===== config.mk =====
export PLATFORM = sky130hd
export DESIGN_NAME = if_id_skid
export DESIGN_NICKNAME = d
export VERILOG_FILES = /design/src/rtl/if_id_skid.sv
export SDC_FILE = /design/constraint.sdc
export NUM_CORES = 1
export LEC_CHECK = 0
export CELL_PAD_IN_SITES_DETAIL_PLACEMENT = 1
export CELL_PAD_IN_SITES_GLOBAL_PLACEMENT = 2
export CORE_ASPECT_RATIO = 0.5
export CORE_MARGIN = 2
export CORE_UTILIZATION = 34
export DETAILED_ROUTE_END_ITERATION = 8
export MAX_ROUTING_LAYER = met4
export PLACE_DENSITY = 0.95
export SLEW_MARGIN = 5
export SYNTH_ARGS = -nofsm -noshare
export SYNTH_HDL_FRONTEND = slang
export SYNTH_SLANG_ARGS = --single-unit

===== constraint.sdc =====
create_clock -name clk -period 14.2 [get_ports clk]
set_input_delay 2.84 -clock clk [delete_from_list [all_inputs] [get_ports clk]]
set_output_delay 2.84 -clock clk [all_outputs]
set_load 0.05 [all_outputs]

===== src/rtl/if_id_skid.sv =====
// IF->ID pipeline register with a valid/ready handshake and a 2-entry skid buffer.
// Decode back-pressure stalls fetch without losing bundles; flush squashes everything held.
module if_id_skid #(
   parameter int unsigned ADDR_W = 32,
   parameter int unsigned INST_W = 32,
   parameter int unsigned LANES  = 1,
   parameter int unsigned CNT_W  = 16
) (
   input  logic                      clk,
   input  logic                      rst,
   input  logic                      flush,
   input  logic                      if_valid,
   output logic                      if_ready,
   input  logic [ADDR_W-1:0]         if_pc,
   input  logic [LANES*INST_W-1:0]   if_inst,
   input  logic [LANES-1:0]          if_lane_mask,
   output logic                      id_valid,
   input  logic                      id_ready,
   output logic [ADDR_W-1:0]         id_pc,
   output logic [LANES*INST_W-1:0]   id_inst,
   output logic [LANES-1:0]          id_lane_mask,
   output logic [CNT_W-1:0]          stall_cnt
);

   typedef enum logic [1:0] {
      EMPTY = 2'b00,
      ONE   = 2'b10,
      FULL  = 2'b11
   } state_t;

   state_t                    state;
   logic [ADDR_W-1:0]         skid_pc;
   logic [LANES*INST_W-1:0]   skid_inst;
   logic [LANES-1:0]          skid_mask;
   logic                      acc;
   logic                      take;

   assign acc  = if_valid && if_ready;
   assign take = id_valid && id_ready;

   // id_valid and if_ready are kept as their own flops, updated alongside state.
   always_ff @(posedge clk or posedge rst) begin
      if (rst) begin
         state        <= EMPTY;
         id_valid     <= 1'b0;
         if_ready     <= 1'b1;
         id_pc        <= '0;
         id_inst      <= '0;
         id_lane_mask <= '0;
         skid_pc      <= '0;
         skid_inst    <= '0;
         skid_mask    <= '0;
         stall_cnt    <= '0;
      end else begin
         if (id_valid && !id_ready && !flush && stall_cnt != '1)
            stall_cnt <= stall_cnt + CNT_W'(1);

         if (flush) begin
            state        <= EMPTY;
            id_valid     <= 1'b0;
            if_ready     <= 1'b1;
            id_pc        <= '0;
            id_inst      <= '0;
            id_lane_mask <= '0;
            skid_pc      <= '0;
            skid_inst    <= '0;
            skid_mask    <= '0;
         end else begin
            case (state)
               EMPTY: begin
                  if (acc) begin
                     state        <= ONE;
                     id_valid     <= 1'b1;
                     id_pc        <= if_pc;
                     id_inst      <= if_inst;
                     id_lane_mask <= if_lane_mask;
                  end
               end
               ONE: begin
                  if (acc && take) begin
                     id_pc        <= if_pc;
                     id_inst      <= if_inst;
                     id_lane_mask <= if_lane_mask;
                  end else if (acc) begin
                     state     <= FULL;
                     if_ready  <= 1'b0;
                     skid_pc   <= if_pc;
                     skid_inst <= if_inst;
                     skid_mask <= if_lane_mask;
                  end else if (take) begin
                     // Zero the payload so an empty stage always presents a bubble.
                     state        <= EMPTY;
                     id_valid     <= 1'b0;
                     id_pc        <= '0;
                     id_inst      <= '0;
                     id_lane_mask <= '0;
                  end
               end
               FULL: begin
                  if (take) begin
                     state        <= ONE;
                     if_ready     <= 1'b1;
                     id_pc        <= skid_pc;
                     id_inst      <= skid_inst;
                     id_lane_mask <= skid_mask;
                     skid_pc      <= '0;
                     skid_inst    <= '0;
                     skid_mask    <= '0;
                  end
               end
               default: begin
                  state        <= EMPTY;
                  id_valid     <= 1'b0;
                  if_ready     <= 1'b1;
                  id_pc        <= '0;
                  id_inst      <= '0;
                  id_lane_mask <= '0;
               end
            endcase
         end
      end
   end

endmodule

==> run_results.csv <==
group,metric,value,unit
outcome,outcome,"finished, final reports clean",
sta,finalCriticalPeriod,4850,ps
sta,setup_viol,0,
sta,min_period_over_period,34.2,%
routing,top_layer_used,"met4",
finish,diodes,0,
clock_network,clk_path_buf_depth,2,
pwr,leakage,3.75,nW
synthesis,seq_area_frac_synth,57.3,%
pwr,power.switching,0.690,mW
worst_setup_path,crit_arrival,5080,ps
worst_setup_path,max_stage_delay,870,ps
finish,finalNetCount,825,
sta,worst_pin_slew,1110,ps
global_route,grt_pass1_wl,30200,um
floorplanning,dieArea,0.0205,sq mm
sta,tns,0,ps
global_route,overflow,0,
routing,drt-total-wl,18500,um
routing,ant_nets,0,
placement,gp_congestion,0.778,
hold_path,min_path_type,"reg -> reg",
clock_network,cts_tree,"built",
sta,slew_headroom,26.2,%
worst_setup_path,cp_slowest_cell,"buf_4",
sta,final.setup_skew,14.1,ps
placement,hpwl,11600,um
pwr,p_clk_share,27.8,%
worst_setup_path,critPathKind,"in -> reg",
clock_network,cts.sinks,150,
finish,area_growth,35.2,%
global_route,gr-usage-all-layers,19.2,%
synthesis,avgSynthCellArea,10.5,sq um
sta,grt_setup_unrepaired,"false",
routing,drtIter0Drc,210,
synthesis,ys_warn_count,0,
routing,num_vias,5388,
routing,wl_met1,8410,um
pwr,p_total,1.70,mW
synthesis,yosysUniqueCellTypes,41,
routing,drc,0,
floorplanning,dieWidth,200,um
finish,layout-drive-gt1-share,6.95,%
clock_network,cts_made_buffers,17,
global_route,grt_max_degree,131,
job,maxCapViolations,0,
routing,via_per_inst,5.27,
clock_network,hold_buffers,0,
routing,wl_met2,9410,um
synthesis,syn_inst,624,
sta,slew_violations,0,
sta,max_freq,206,MHz
floorplanning,die_h,102,um
worst_setup_path,ff2ff_path_depth,6,
worst_setup_path,cp_cell_sequence,"clkdlybuf4s50_1 > a21oi_1 > a221oi_4 > buf_4 > o21ai_0",
pwr,switching_share,40.6,%
worst_setup_path,worstSetupEndpointType,"flop",
floorplanning,io_pins,153,
global_route,grt_pass1_vias,5596,
synthesis,synth_fp_nets,699,
finish,layout_common_cells,"152 x clkdlybuf4s50_1, 149 x dfrtp_1, 138 x nand2_1",
worst_setup_path,start_kind,"input port",
floorplanning,coreArea,0.0187,sq mm
worst_setup_path,crit_required,14430,ps
routing,first_pass_iters,5,
pwr,p_int,1.01,mW
floorplanning,start_util,35.1,%
finish,fillers,2049,
clock_network,htree_levels,4,
clock_network,clk_pin_slew_worst_paths,60,ps
synthesis,synthesis.area,0.00655,sq mm
pwr,power.share.sequential,34.4,%
finish,final_common_cell,"clkdlybuf4s50_1",
worst_setup_path,worst-path-max-fanout,130,
clock_network,cts-root-buf,"clkbuf_16",
synthesis,ys_seq_elements,150,
global_route,antenna_found_initial,0,
pwr,max-vdd-ir-drop,0.0000858,V
clock_network,ctsResizeCount,0,
routing,wl_per_cell,18.1,um
clock_network,post_cts_buffers,0,
pwr,comb_power_share,37.8,%
hold_path,worst_hold_path.num_cells,2,
pwr,powerDensity,192,mW/mm^2
placement,io_buffer_count,152,
sta,hold_viol_final,0,
routing,wl_met3,551,um
clock_network,clkLatencyLatePin,420,ps
floorplanning,rows,35,
## through the flow
stage / instances / hold slack [ps] / instance area (sq um) / worst slack, ps / util, %
2_1_floorplan: 624 / 450 / 6550 / 7330 / -
3_5_place_dp: 990 / 472 / 8250 / 8880 / 44.2
5_1_grt: 1022 / 503 / 8860 / 9110 / 47.5
4_1_cts: 1022 / 484 / 8860 / 9320 / 47.5
3_3_place_gp: 990 / 462 / 8250 / 9030 / 44.2
6_report: 1022 / 481 / 8860 / 9350 / 47.5
## routing by layer
layer / up-vias / GRT usage [%]
met5: - / -
met2: 85 / 33.5
met3: 12 / 3.38
li1: 2519 / -
met1: 2772 / 23.5
met4: 0 / 4.73
## cell usage after synthesis, drive strengths merged
| cell type | number | share of area [%] |
|---|---|---|
| nand2 | 139 | 8.0 |
| and3 | 3 | 0.29 |
| nand4 | 6 | 0.57 |
| a221oi | 1 | 0.13 |
| ha | 5 | 0.96 |
| nand4b | 1 | 0.13 |
| xor2 | 4 | 0.53 |
| nor2 | 10 | 0.69 |
| nor3 | 4 | 0.31 |
| nand3b | 1 | 0.11 |
| o21ai | 69 | 5.3 |
| nand3 | 8 | 0.61 |
| clkbuf | 31 | 1.8 |
| a211oi | 1 | 0.11 |
| o2111ai | 1 | 0.13 |
| a31oi | 4 | 0.38 |
| a2111oi | 1 | 0.23 |
| dfrtp | 149 | 57 |
| a21oi | 3 | 0.23 |
| buf | 21 | 1.9 |
| o2bb2ai | 65 | 8.7 |
| and4 | 2 | 0.27 |
| or3b | 1 | 0.13 |
| nor4 | 3 | 0.75 |
| nor2b | 1 | 0.096 |
| a21o | 1 | 0.11 |
| xnor2 | 7 | 0.94 |
| a221o | 1 | 0.15 |
| inv | 5 | 0.29 |
| and2 | 1 | 0.096 |
| a22oi | 67 | 7.7 |
| a2bb2oi | 1 | 0.13 |
| dfstp | 1 | 0.40 |
| mux2 | 3 | 0.52 |
| a211o | 3 | 0.40 |
## critical path, delay by kind of cell
| family | cells | cell delay (ps) |
|---|---|---|
| compound gates | 3 | 750 |
| buf+inv | 2 | 1450 |
## power by group through the flow
stage / Combinational [mW] / Clock, mW / Sequential [mW]
global route: 0.685 / 0.502 / 0.596
detailed placement: 0.647 / 0 / 0.590
floorplan: 0.223 / 0 / 0.785
finish: 0.641 / 0.473 / 0.583
global placement: 0.635 / 0 / 0.587
CTS: 0.649 / 0.485 / 0.585
## sequential cells by signal, summed over array words and instances (netlist names)
register	count
state	2
id_inst	32
skid_mask	1
id_valid	1
id_pc	32
id_lane_mask	1
skid_inst	32
skid_pc	32
if_ready	1
stall_cnt	16
## kinds of logic after synthesis
logic type	synth area share, %
XOR/XNOR	1.47
AO/OA/AOI/OAI	23.7
buffers and inverters	4.05
adder cells (fa/ha/maj)	0.955
flip-flops	57.3
multiplexers	0.516
AND/OR/NAND/NOR	12.0
## layout make-up
cell class                      instances  area (sq um)  share of cell area, %
Timing Repair Buffer                  159          1570                   17.8
Sequential cell                       150          3750                   42.4
Multi-Input combinational cell        417          2570                   29.0
Clock buffer                           19           443                   5.00
Tap cell                              259           324                   3.66
Inverter                                5          23.8                  0.268
Clock inverter                         13           169                   1.91
## path summary, 6_finish.rpt
| check | startpoint | endpoint | slack, ps |
|---|---|---|---|
| max | id_ready | skid_pc[8]$_DFFE_PP0P_ | 9350 |
| min | skid_inst[16]$_DFFE_PP0P_ | skid_inst[16]$_DFFE_PP0P_ | 480 |
| min in group asynchronous | rst | skid_pc[0]$_DFFE_PP0P_ | 2880 |
| max in group asynchronous | rst | id_pc[17]$_DFFE_PP0P_ | 9820 |
| min reg2reg | skid_inst[16]$_DFFE_PP0P_ | skid_inst[16]$_DFFE_PP0P_ | 480 |
| max reg2reg | state[1]$_DFFE_PP0P_ | skid_pc[8]$_DFFE_PP0P_ | 11080 |
Power figures use the tool's default switching activity.
